==> config.mk <==
export PLATFORM = sky130hd
export DESIGN_NAME = cluster_data_port_arbiter
export DESIGN_NICKNAME = d
export VERILOG_FILES = /design/src/rtl/cluster_data_port_arbiter.sv
export SDC_FILE = /design/constraint.sdc
export NUM_CORES = 1
export LEC_CHECK = 0
export BUFFER_PORTS_ARGS = -buffer_cell sky130_fd_sc_hd__clkbuf_2
export CAP_MARGIN = 0
export CORE_AREA = 2 2 362 364
export CTS_BUF_LIST = sky130_fd_sc_hd__clkbuf_8
export DETAILED_ROUTE_END_ITERATION = 12
export DIE_AREA = 0 0 364 366
export PLACE_DENSITY = 0.3
export RECOVER_POWER = 50
export SYNTH_ARGS = -nofsm -noshare
export SYNTH_HDL_FRONTEND = slang
export SYNTH_SLANG_ARGS = --single-unit
==> constraint.sdc <==
create_clock -name clk_i -period 5.45 [get_ports clk_i]
set_clock_uncertainty 0.2 [all_clocks]
set_input_delay 0.8175 -clock clk_i [delete_from_list [all_inputs] [get_ports clk_i]]
set_output_delay 0.8175 -clock clk_i [all_outputs]
set_load 0.05 [all_outputs]
==> src/rtl/cluster_data_port_arbiter.sv <==
// cluster_data_port_arbiter: round-robin share of one cluster data slave port with in-order response routing
module cluster_data_port_arbiter #(
    parameter int NumReq         = 8,
    parameter int MaxOutstanding = 4
) (
    input  logic                                  clk_i,
    input  logic                                  rst_ni,
    input  logic [NumReq-1:0][69:0]               req_i,
    output logic [NumReq-1:0][33:0]               rsp_o,
    output logic [69:0]                           slv_req_o,
    input  logic [33:0]                           slv_rsp_i,
    output logic [$clog2(MaxOutstanding+1)-1:0]   outstanding_o,
    output logic                                  err_o
);
    localparam int IW = $clog2(NumReq);
    localparam int PW = MaxOutstanding > 1 ? $clog2(MaxOutstanding) : 1;
    localparam int CW = $clog2(MaxOutstanding + 1);

    logic [IW-1:0] rr_ptr, lock_id, rr_pick, sel, head;
    logic          lock_vld, rr_any, cand, fwd, hs, pop;
    logic [PW-1:0] wr_ptr, rd_ptr;
    logic [CW-1:0] count;
    logic [IW-1:0] ids [MaxOutstanding];

    // descending scan so the requester closest to rr_ptr wins
    always_comb begin
        rr_any  = 1'b0;
        rr_pick = '0;
        for (int k = NumReq - 1; k >= 0; k--) begin
            if (req_i[(int'(rr_ptr) + k) % NumReq][69]) begin
                rr_any  = 1'b1;
                rr_pick = IW'((int'(rr_ptr) + k) % NumReq);
            end
        end
    end

    assign sel           = lock_vld ? lock_id : rr_pick;
    assign cand          = lock_vld ? req_i[lock_id][69] : rr_any;
    assign fwd           = cand && (count < CW'(MaxOutstanding));
    assign hs            = fwd && slv_rsp_i[33];
    assign pop           = slv_rsp_i[0] && (count != '0);
    assign head          = ids[rd_ptr];
    assign slv_req_o     = fwd ? req_i[sel] : '0;
    assign outstanding_o = count;

    always_comb begin
        rsp_o = '0;
        for (int p = 0; p < NumReq; p++)
            rsp_o[p] = {hs && (sel == IW'(p)), slv_rsp_i[32:1], pop && (head == IW'(p))};
    end

    always_ff @(posedge clk_i) begin
        if (hs) ids[wr_ptr] <= sel;
    end

    always_ff @(posedge clk_i) begin
        if (!rst_ni) begin
            rr_ptr   <= '0;
            lock_vld <= 1'b0;
            lock_id  <= '0;
            wr_ptr   <= '0;
            rd_ptr   <= '0;
            count    <= '0;
            err_o    <= 1'b0;
        end else begin
            if (hs) begin
                wr_ptr <= (wr_ptr == PW'(MaxOutstanding - 1)) ? '0 : wr_ptr + 1'b1;
                rr_ptr <= (sel == IW'(NumReq - 1)) ? '0 : sel + 1'b1;
            end
            // a dropped locked request leaves fwd low, which releases the lock
            lock_vld <= fwd && !hs;
            if (fwd && !hs) lock_id <= sel;
            if (pop) rd_ptr <= (rd_ptr == PW'(MaxOutstanding - 1)) ? '0 : rd_ptr + 1'b1;
            count <= count + CW'(hs) - CW'(pop);
            err_o <= slv_rsp_i[0] && (count == '0);
        end
    end
endmodule

Word-level counts from Yosys, hierarchy flattened
Memories as Yosys holds them, arrays and structs flattened. A register that Yosys moved wholly into a read port is not among the register bits.
Cells that the tools add are included.

storage, ports and cells
  bits in registers = 15
  bits in writable memories = 12
  bits of input ports = 596
  output and inout bits = 346
  word-level logic and storage cells = 140
  memories = 1

cells by class
  add/sub/neg operators = 12
  magnitude comparators = 11
  eq/ne operators = 16
  multiplexer cells = 53
  bitwise gates (word level) = 7
  reduce and logical (&&, ||, !) cells = 33

memories
  memory  words  bits a word  read ports  clocked after Yosys merged registers in  write ports  line  RTL
  ids     4      3            1           1                                        1            23    logic [IW-1:0] ids [MaxOutstanding];

operators by type and width
  cell                 number
  $bmux 70 s3          10
  $mux 70              18
  $lt 4x5->1 const B   7
  $mux 3               10
  $eq 3x3->1 const B   8
  $logic_and 1x1->1    21
  $reduce_or 3->1      7
  $add 3x3->3 const B  4
  $eq 3x2->1 const B   4
  $lt 3x4->1 const B   3
  $mux 1               11
  $logic_not 3->1      3
  $mux 2               4
  $and 1x1->1 const A  7
  $add 3x1->3 const B  2
  $add 3x2->3 const B  2
  $eq 3x1->1 const B   2
  $add 2x1->2 const B  2
  $eq 2x2->1 const B   2
  $add 3x1->3          1
  $lt 3x3->1 const B   1
  $reduce_bool 3->1    1
  $sub 3x1->3          1
  $logic_not 1->1      1

Logic depth before layout (Yosys ltp)
  depth in word-level cells = 19
  gate-level depth with buffers = 21
  mapped depth without buffers = 14

Worst setup path after synthesis
Ideal clock, no wire load.

  path type = register to output
  start = reg rr_ptr[1]
  end = out rsp_o[203] (netlist bit)
  data arrival time = 4.335 ns
  slack = 0.098 ns
  stages on the path, launching flop included = 20
  path through = dfxtp_1 > buf_2 > buf_2 > inv_1 > ha_1 > buf_2 > buf_2 > mux2_2 > nor3_1 > a211o_1 > o21ai_0 > a211o_1 > a21o_1 > buf_2 > buf_2 > buf_1 > inv_1 > ha_1 > nand2_1 > nor2_1

RTL lines
  item                      line  RTL
  start: declaration        19    logic [IW-1:0] rr_ptr, lock_id, rr_pick, sel, head;
  start signal: assignment  68    rr_ptr <= (sel == IW'(NumReq - 1)) ? '0 : sel + 1'b1;
  end: declaration          9     output logic [NumReq-1:0][33:0] rsp_o,

Final worst setup path
  start = reg rr_ptr[0]
  end = out slv_req_o[9]

between the ends
  longest elaborated chain between the ends = 16

ends and longest elaborated chain
  item                                        line    RTL
  $add 3x3->3                                 30, 32
  $bmux 70 s3                                 30      if (req_i[(int'(rr_ptr) + k) % NumReq][69]) begin
  $mux 70 (not written as such) (2 in a row)  30
  $mux 3 (8 in a row)                         30
  $mux 3                                      37      assign sel = lock_vld ? lock_id : rr_pick;
  $bmux 70 s3                                 43      assign slv_req_o = fwd ? req_i[sel] : '0;
  $mux 70 (not written as such)               43
  $mux 70 *                                   43
  end: declaration                            10      output logic [69:0] slv_req_o,

Mark *: on every way between the ends. The rest lies on a longest branch, timed or not. The select of a mux whose other input is x is not followed.

==> results.yml <==
synth:
  syn-num-nets: 2526
  syn_avg_cell_area_um2: 6.587
  synth_seq_cells: 29
  synthAdderAreaFrac: 0.01647
  synth_compound_gate_area_share: 0.4132
  ys_warn_count: 0
  synth_edf_count: 12
  synth-simple-area-share: 0.09765
  synth_flop_cell: "dfxtp_1"
  synth-xor-area-share: 0.004763
  synth.cell_area_um2: 12610
  synthCells: 1914
  synthArstFlopShare: 0
  muxShareOfSynthArea: 0.1098
  synth_top_family_by_area: "compound AO/OA/AOI/OAI gates"
  ys_types: 62
  yosysSeqAreaShare: 0.05557
drt:
  viasPerCell: 3.900
  wl_per_cell_um: 22.75
  drc: 0
  drtIter0Drc: 1033
  wirelength_um: 91050
  num_vias: 15611
  antenna_left: 0
  drt-pass1-iter-count: 5
clocking:
  cts_buffer_depth: 2
  cts_root_buf: "clkbuf_8"
  cts-htree-levels: 2
  insertion_delay_ps: 280
  clk_pin_slew_ps: 70
  cts_hold_buffers: 0
  tritoncts: "yes"
  clkSinkCount: 29
  cts_buffers: 5
die:
  die_w_um: 364
  rows: 132
  fp.dieH_um: 366
  dieArea_um2: 133200
  core_um2: 129000
  io_pins: 942
  start_util: 0.09775
critical_path:
  start_kind: "flip-flop"
  critPathKind: "flip-flop to output port"
  critPathCaptureType: "output port"
  worstRegToRegCells: 16
  worstPathMaxFanout: 43
  cp.arrival_ps: 4340
  required_ps: 4430
global_route:
  grt_max_degree: 88
  grt_pass1_vias: 15801
  grt_pass1_wl_um: 124100
  grt_usage: 0.1294
  grt_antenna_before_repair: 34
  grt-ovfl-total: 0
sta:
  period_minus_slack_ps: 5358
  setup_viol: 0
  worstMarginPinSlew_ps: 540.2
  worst_slack_ps: 92.24
  max_slew_margin: 0.6377
  drv_slew: 0
  max_freq_mhz: 186.6
  rsz0062_at_grt: "yes"
  finalHoldViolCount: 0
  fin_setup_tns_ps: 0
  finalCritPeriodShare: 0.9831
placement:
  gp_congestion: 0.8224
  io_buffers: 653
  dp_worst_setup_slack_ps: -123.4
  hpwl_um: 76300
cells_and_area:
  fin_nets: 2861
  syn_to_final_growth_pct: 39.93
  drive_gt1_frac: 0.3893
flow_run:
  drv_cap: 0
run_status:
  status: "complete, no violations"
hold_path:
  holdCritPathClass: "flip-flop to flip-flop"
  min_path_cells: 2
power:
  ir_worst_vdd_v: 0.0003905
  p_leak_nw: 7.783
  power_density_nw_per_um2: 919.9
==> final cells by class <==
cell class | instances | area, um^2
clock inverter | 3 | 17.52
multi-input combinational | 1182 | 8294
sequential | 29 | 701.9
fill | 15057 | 111300
timing repair buffer | 804 | 5497
tap | 1742 | 2180
antenna | 11 | 27.53
clock buffer | 5 | 68.82
inverter | 227 | 857.1
==> layout by cell type (no fill, tap or decap), drive strengths merged, types with 5 or more instances in the layout <==
cell,n
mux2i,82
edfxtp,12
nand2,228
mux4,21
nor3,11
diode,11
buf,198
o2111ai,72
inv,226
clkbuf,611
nand2b,5
a21oi,224
mux2,8
dfxtp,17
and2,11
ha,15
a211oi,214
o211ai,207
nor2,29
==> Yosys cell counts (3+ instances only) <==
master,count,share of area
o2111ai_1,72,0.050
mux2_2,8,0.0071
xor2_1,3,0.0021
mux2i_1,82,0.065
buf_4,270,0.16
nor3_1,11,0.0044
a2bb2oi_1,3,0.0021
and3_1,4,0.0020
clkbuf_1,139,0.041
buf_2,45,0.018
nand2_1,228,0.068
buf_1,12,0.0036
ha_1,15,0.015
and2_1,11,0.0055
buf_6,3,0.0027
o21ai_0,3,0.0012
nor2_1,29,0.0086
edfxtp_1,12,0.029
a211oi_1,211,0.13
buf_8,7,0.0083
a2111oi_0,3,0.0021
a21oi_1,223,0.089
o211ai_1,207,0.12
mux4_2,21,0.038
inv_1,225,0.067
nor4_1,3,0.0015
nand2b_1,5,0.0025
dfxtp_1,17,0.027
==> logic make-up after synthesis <==
logic type,Yosys count
AOI/OAI and AO/OA,748
xor gates and xnor gates,6
adders and majority gates,16
buffers and inverters,703
DFF,29
muxes,111
and+or+nand+nor,301
==> what timing repair did <==
action / in CTS / in global routing
setup endpoints to repair: 70 / 67
gates resized for setup: 12 / 28
setup buffers: 0 / 2
pin swaps: 2 / 14
==> layer usage <==
layer | wire (um) | vias up | track usage | part of all wire
li1 | - | 7336 | - | -
met5 | 143 | - | 0.001816 | 0.0016
met2 | 42610 | 795 | 0.2132 | 0.47
met4 | 2010 | 22 | 0.03240 | 0.022
met1 | 38640 | 7328 | 0.1656 | 0.42
met3 | 7646 | 130 | 0.03429 | 0.084
==> critical path: stages, from the launching register on <==
cell and delay [ps]:
dfxtp_1 380, clkinv_1 150, ha_4 380, buf_4 150, mux2_2 370, nor3_4 190, a211o_1 180, a311oi_1 100
buf_4 160, nor4_4 370, buf_6 190, buf_16 210, buf_6 220, a211oi_1 70, o211ai_1 340, o2111ai_1 200
clkbuf_2 280
==> power by group <==
part / internal (mW) / switching [mW] / leakage [nW]
combinational: 5.51 / 10.2 / 7.49
sequential: 0.304 / 0.0576 / 0.251
clock: 0.0879 / 0.0878 / 0.0440
total: 5.90 / 10.3 / 7.78
==> registers in the layout, summed over array words and instances (netlist names), named ones only <==
signal	cells
err_o	1
ids	12
lock_id	3
lock_vld	1
outstanding_o	3
rd_ptr	2
rr_ptr	3
wr_ptr	2
==> per-stage QoR <==
step,std cells,area (um^2),power (mW),hold WS [ps],utilization
floorplan,1914,12610,9.725,254.1,-
global placement,3982,17320,16.13,286.2,0.1342
detailed placement,3982,17320,16.06,291.0,0.1342
CTS,3990,17470,16.33,300.8,0.1354
global route,3999,17630,17.24,326.4,0.1367
finish,4003,17640,16.23,295.6,0.1368
==> worst paths after layout <==
kind / startpoint / end / slack (ps)
worst max-delay path: rr_ptr[0] / slv_req_o[9] / 90
worst min-delay path: rd_ptr[1] / rd_ptr[1] / 300
worst max register to register: rr_ptr[0] / rr_ptr[1] / 1150
worst min register to register: rd_ptr[1] / rd_ptr[1] / 300
Power figures use the tool's default switching activity.
